==> src/rtl/clk_period_meter.sv <==
// Measures period and high time of an asynchronous clock-like input in clk_in cycles.
// Publishes on each detected rising edge, flags equal consecutive periods and missing edges.
module clk_period_meter #(
  parameter int CNT_W = 16
) (
  input  logic             clk_in,
  input  logic             rst,
  input  logic             en,
  input  logic             sig_in,
  output logic [CNT_W-1:0] period,
  output logic [CNT_W-1:0] high_time,
  output logic             valid,
  output logic             stable,
  output logic             timeout
);

  typedef enum logic [1:0] {
    IDLE    = 2'd0,
    ARM     = 2'd1,
    MEASURE = 2'd2
  } state_e;

  localparam logic [CNT_W-1:0] CNT_MAX = '1;
  localparam logic [CNT_W-1:0] CNT_ONE = CNT_W'(1);

  state_e           state_q;
  logic             s1_q, s2_q, d_q;
  logic [CNT_W-1:0] cnt_q, cnt_d;
  logic [CNT_W-1:0] hi_lat_q;
  logic [CNT_W-1:0] period_q, high_time_q;
  logic             valid_q, stable_q, timeout_q, have_prev_q;
  logic             rise, fall;

  // Two-flop synchronizer plus one delay flop for edge detection.
  always_ff @(posedge clk_in or posedge rst) begin
    if (rst) begin
      s1_q <= 1'b0;
      s2_q <= 1'b0;
      d_q  <= 1'b0;
    end else begin
      s1_q <= sig_in;
      s2_q <= s1_q;
      d_q  <= s2_q;
    end
  end

  assign rise  = s2_q & ~d_q;
  assign fall  = ~s2_q & d_q;
  assign cnt_d = cnt_q + CNT_ONE;

  always_ff @(posedge clk_in or posedge rst) begin
    if (rst) begin
      state_q     <= IDLE;
      cnt_q       <= '0;
      hi_lat_q    <= '0;
      period_q    <= '0;
      high_time_q <= '0;
      valid_q     <= 1'b0;
      stable_q    <= 1'b0;
      timeout_q   <= 1'b0;
      have_prev_q <= 1'b0;
    end else begin
      valid_q <= 1'b0;
      if (!en) begin
        // Disabled: drop any partial count; published values hold.
        state_q     <= IDLE;
        cnt_q       <= '0;
        hi_lat_q    <= '0;
        have_prev_q <= 1'b0;
      end else begin
        case (state_q)
          IDLE: begin
            cnt_q       <= '0;
            hi_lat_q    <= '0;
            have_prev_q <= 1'b0;
            state_q     <= ARM;
          end
          ARM: begin
            cnt_q    <= '0;
            hi_lat_q <= '0;
            // First edge only starts timing; nothing is published here.
            if (rise) begin
              cnt_q   <= CNT_ONE;
              state_q <= MEASURE;
            end
          end
          MEASURE: begin
            if (rise) begin
              period_q    <= cnt_q;
              high_time_q <= hi_lat_q;
              valid_q     <= 1'b1;
              timeout_q   <= 1'b0;
              stable_q    <= (cnt_q == period_q) && have_prev_q;
              have_prev_q <= 1'b1;
              cnt_q       <= CNT_ONE;
              hi_lat_q    <= '0;
            end else if (cnt_q == CNT_MAX) begin
              // Checked before increment so cnt never wraps.
              timeout_q   <= 1'b1;
              stable_q    <= 1'b0;
              have_prev_q <= 1'b0;
              cnt_q       <= '0;
              hi_lat_q    <= '0;
              state_q     <= ARM;
            end else begin
              if (fall) hi_lat_q <= cnt_q;
              cnt_q <= cnt_d;
            end
          end
          default: begin
            cnt_q   <= '0;
            state_q <= IDLE;
          end
        endcase
      end
    end
  end

  assign period    = period_q;
  assign high_time = high_time_q;
  assign valid     = valid_q;
  assign stable    = stable_q;
  assign timeout   = timeout_q;

endmodule

==> config.mk <==
export PLATFORM = sky130hd
export DESIGN_NAME = clk_period_meter
export DESIGN_NICKNAME = d
export VERILOG_FILES = /design/src/rtl/clk_period_meter.sv
export SDC_FILE = /design/constraint.sdc
export NUM_CORES = 1
export LEC_CHECK = 0
export BUFFER_PORTS_ARGS = -buffer_cell sky130_fd_sc_hd__buf_2
export CORE_UTILIZATION = 30
export CTS_BUF_LIST = sky130_fd_sc_hd__clkbuf_4 sky130_fd_sc_hd__clkbuf_8
export DETAILED_ROUTE_END_ITERATION = 12
export SYNTH_ARGS = -nofsm -noshare
export SYNTH_HDL_FRONTEND = slang
export SYNTH_SLANG_ARGS = --single-unit
==> constraint.sdc <==
create_clock -name clk_in -period 5.3 [get_ports clk_in]
set_input_delay 0.53 -clock clk_in [delete_from_list [all_inputs] [get_ports clk_in]]
set_output_delay 0.53 -clock clk_in [all_outputs]
set_load 0.05 [all_outputs]
Word level (Yosys, flattened, before mapping)
Cells that the tools add are included.
Storage, ports and cells
  register bits: 73
  input bits: 4
  output and inout port bits: 35
  logic and storage cells: 62
Operators by class
  add/sub/neg operators: 1
  equal/unequal tests: 11
  multiplexer cells: 25
  bitwise operators: 4
  reduce and logical (&&, ||, !) cells: 9
Operators with widths (number)
  16-bit two-way mux: 7
  16-bit case mux with 2 select lines: 2
  16-bit by 1-bit adder with 16-bit output (second input constant): 1
  16-bit equality test: 1
  16-bit equality test (second input constant): 1
  1-bit two-way mux: 10
  3-bit != test (second input constant): 3
  3-bit AND reduction: 3
  2-bit two-way mux: 4
  2-bit case mux with 3 select lines: 1
  5-bit != test (second input constant): 1
  4-bit != test (second input constant): 1
  2-bit AND reduction: 2
  3-bit by 1-bit != test with 1-bit output (second input constant): 1
  3-bit by 2-bit != test with 1-bit output (second input constant): 1
  1-bit AND: 2
  2-bit by 1-bit equality test with 1-bit output (second input constant): 1
  2-bit equality test (second input constant): 1
  2-bit zero test: 1
  1-bit inverter: 2
  1-bit case mux with 2 select lines: 1
  2-bit nonzero test: 1
  2-bit OR reduction: 1
  1-bit logical AND: 1

Longest topological paths before layout
  depth after elaboration: 7
  mapped depth: 8
  gate-level depth less buffers: 6

Least setup slack after synthesis
Ideal clock, no wire load.
  path kind: flip-flop to flip-flop
  start: register state_q[0]
  end: register hi_lat_q[3]
  setup time: 66 ps
  data arrival time: 1872 ps
  data required time: 5234 ps
  path slack: 3362 ps
  stages on the path, launching flop included: 8
  path buffers: 2
  period minus slack after synthesis: 1938 ps
  cell sequence: dfrtp_1 -> inv_1 -> ha_1 -> buf_2 -> nand2_1 -> nor3_1 -> clkbuf_1 -> a22o_1
Between the ends
  word-level cells in the longest chain between the ends: 4
  elaborated cells on any way between the ends: 9
  those cells by class: eq/ne: 4; mux: 2; reduce/logical: 3
Ends and longest elaborated chain
  start: declaration: RTL line 26  | state_e state_q;
  start signal: assignment: RTL line 53  | state_q <= IDLE;
  start signal: assignment: RTL line 66  | state_q <= IDLE;
  start signal: assignment: RTL line 76  | state_q <= ARM;
  2-bit by 1-bit equality test with 1-bit output / 2-bit zero test (equally long branches): RTL line 71  | case (state_q)
  2-bit OR reduction (no source line)
  16-bit case mux with 2 select lines / 3-bit by 2-bit != test with 1-bit output (equally long branches)
  16-bit two-way mux / 2-bit AND reduction (equally long branches)
  end signal: assignment: RTL line 106  | if (fall) hi_lat_q <= cnt_q;
  end: declaration: RTL line 29  | logic [CNT_W-1:0] hi_lat_q;
Several ways; a longest one is shown, not always the timed one.
A chain may end at the register's enable or synchronous reset.

Final worst setup path
  start: register state_q[0]
  end: register have_prev_q
Between the ends
  word-level cells in the longest chain between the ends: 3
  elaborated cells on any way between the ends: 7
  those cells by class: eq/ne: 3; mux: 2; reduce/logical: 2
Ends and longest elaborated chain
  2-bit equality test / 2-bit zero test (equally long branches): RTL line 71
  4-bit != test (no source line) (tied with other cells)
  2-bit AND reduction (no source line) / 1-bit two-way mux (equally long branches)
  end signal: assignment: RTL line 69  | have_prev_q <= 1'b0;
  end signal: assignment: RTL line 75  | have_prev_q <= 1'b0;
  end signal: assignment: RTL line 94  | have_prev_q <= 1'b1;
  end: declaration: RTL line 31  | logic valid_q, stable_q, timeout_q, have_prev_q;
Several ways; a longest one is shown, not always the timed one.

==> metrics.md <==
| Metric | Value |
|---|---|
| F_max | 0.417 GHz |
| Max transition margin | 23.3% |
| Post-Synth Simple-Gate Area | 20.9% |
| Commonest non-fill, non-tap cells in the layout | 97 x nand2_1, 73 x dfrtp_1, 38 x buf_2 |
| Diode count | 0 |
| Synth Area in Adders | 1.92% |
| Skew-Pair Late Insertion Delay | 0.35 ns |
| Arr. time, crit path | 2.68 ns |
| Final count of hold timing violations | 0 |
| Fraction of layout cells with a size suffix above 1 | 17.8% |
| Proportion of netlist area held by the largest area contributor | 56.1% |
| Peak VDD IR | 0.0954 mV |
| Post-Route Skew | 0.00448 ns |
| Fin worst setup slack | 2.90 ns |
| TritonCTS clock tree | built |
| FF/Latch Area | 1830 um2 |
| Post-place setup slack | 2.90 ns |
| DRC errors left | 0 |
| Cell Area, Synth | 3260 um2 |
| # hold bufs at CTS | 0 |
| Critical Path Sink Type | flip-flop |
| Clock sinks | 73 |
| Die H | 106 um |
| Syn_nets | 334 |
| Req. time, crit path | 5.59 ns |
| CTS buffer count | 9 |
| Worst path top cell family by delay | buffers and inverters |
| Post-DP Area | 3520 um2 |
| Synthesized netlist cell count | 325 |
| EDFF count, synth | 0 |
| Core Footprint | 10400 um2 |
| Post-cts resize count | 0 |
| CP Max Fanout | 37 |
| Final nets | 364 |
| Syn avg cell area | 10.0 um2 |
| Commonest non-fill, non-tap cell in the layout | nand2_1 |
| # fillers | 1065 |
| Synthesis Warnings | 0 |
| Rows | 37 |
| Most used DFF post-synth | dfrtp_1 |
| Boundary Pins | 39 |
| Crit start category | flip-flop |
| GPL Wtd Cong | 0.772 |
| Sequential area share after synthesis | 56.1% |
| Unique masters post-synth | 37 |
| Total power | 1.14 mW |
| Fin crit period | 2.40 ns |
| First-pass GRT wire length | 11200 um |
| Synth top area cells | dfrtp_1 56%, nand2_1 11%, xnor2_1 6.7% |
| Pins Over Slew Limit | 0 |
| Initial antenna violation count | 0 |
| Biggest area consumer among synthesized cells | dfrtp_1 |
| GRT Util Overall | 13.0% |
| CTS Buffer Depth | 2 |
| Dpl hpwl | 4590 um |
| Async set-reset flop share out of synthesis | 100% |
| WP buf/inv | 3 |
| Max-cap violations | 0 |
| DRT Pass-1 Iters | 4 |
| Final worst-path cycle share | 45.2% |
| Mux cell area share after synthesis | 0.653% |
| Vias per inst | 4.59 |
| Slowest-stage cell, CP | inv_1 |
| Post-synthesis compound-gate area fraction | 7.84% |
| Leakage | 1.86 nW |
| # setup viols final | 0 |
| Clock-pin slew on the worst setup and hold paths | 0.07 ns |
| Status | finished, final reports clean |
| Crit-path cells | inv_1 -> ha_1 -> nand3_1 -> buf_4 -> inv_1 -> a22o_1 |
| Hold WS | 0.284 ns |
| Vias in the first global route | 2136 |
| Die ar. | 11300 um2 |
| Post-CTS Repair Setup Buffers | 0 |
| Xor and xnor area share after synthesis | 7.80% |
| Synth-to-Final Area Change | 14.2% |
| Crit Path Class | flip-flop to flip-flop |
| Final instance area | 3720 um2 |
| Root buf cell | clkbuf_8 |
| ANT nets after route | 0 |
| Wire per inst | 13.5 um |
| Multi-input logic area | 1270 um2 |
| Pwr dens | 307 nW/um2 |
| H-tree depth | 3 |
| Via Count | 2276 |
| Worst hold-check path type | input port to flip-flop |
| Iter 0 DRT Violations | 138 |
| Synthesized flop and latch total | 73 |
| Most frequent cell on the critical path | inv_1 |
| Crit path largest cell delay | 0.74 ns |
| Die width | 106 um |
| Largest net degree at the start of global routing | 74 |
| Port buffer count | 38 |
| Slew @ Worst Pin | 1.14 ns |
| Setup TNS after final layout | 0 ns |
| Largest family of logic cells by synthesized area | simple AND/OR/NAND/NOR gates |
| RSZ-0062 raised after global routing | false |
| WL final | 6720 um |
| Grt ovf | 0 |
| Starting density of the core | 31.3% |
-- cell families after synthesis --
family / after synthesis
XOR/XNOR: 29
multiplexers: 2
flip-flops: 73
AND/OR/NAND/NOR: 151
adder cells (fa/ha/maj): 5
buffers and inverters: 31
AO/OA/AOI/OAI: 34
-- synthesized netlist by cell type, drive strengths merged (5+ instances only) --
| cell | count |
|---|---|
| o21ai | 6 |
| nor4 | 6 |
| xnor2 | 25 |
| nand3 | 9 |
| ha | 5 |
| nand2 | 97 |
| a22o | 19 |
| clkbuf | 7 |
| buf | 15 |
| nand4 | 9 |
| inv | 9 |
| nor2 | 18 |
| dfrtp | 73 |
-- where the power goes --
part / leakage, nW / internal (mW) / switching (mW)
combinational: 0.746 / 0.0435 / 0.0877
clock: 0.0999 / 0.224 / 0.207
sequential: 1.01 / 0.567 / 0.0125
total: 1.86 / 0.834 / 0.307
-- routing by layer --
layer | GRT usage [%] | up-vias | part of all wire (%)
met5 | 0 | - | 0
met1 | 17.9 | 1078 | 48
li1 | - | 1139 | -
met4 | 4.96 | 0 | 1.5
met2 | 18.6 | 49 | 45
met3 | 4.54 | 10 | 5.9
-- worst paths after layout --
check,start,to,slack (ns),cells after the start
worst max-delay path,state_q[0],have_prev_q,2.90,6
worst min-delay path,sig_in,s1_q,0.28,1
min in group asynchronous,rst,high_time[11],0.44,3
max in group asynchronous,rst,period[7],4.27,3
worst max register to register,state_q[0],have_prev_q,2.90,6
worst min register to register,s1_q,s2_q,0.35,0
-- final cells by class --
class | count | share of cell area [%]
sequential | 73 | 49.1
multi-input combinational | 221 | 34.3
timing repair buffer | 41 | 5.72
tap | 136 | 4.58
clock buffer | 10 | 3.53
clock inverter | 6 | 1.85
inverter | 9 | 0.908
-- registers in the layout, indices dropped and copies added, names as in the netlist --
name / cells
valid: 1
s1_q: 1
period: 16
high_time: 16
d_q: 1
timeout: 1
hi_lat_q: 16
s2_q: 1
cnt_q: 16
state_q: 2
have_prev_q: 1
stable: 1
-- through the flow --
step	cells	utilization, %
floorplan	325	-
global route	496	35.7
detailed placement	480	33.8
CTS	496	35.7
finish	496	35.7
global placement	480	33.8
(Power assumes the default switching activity.)
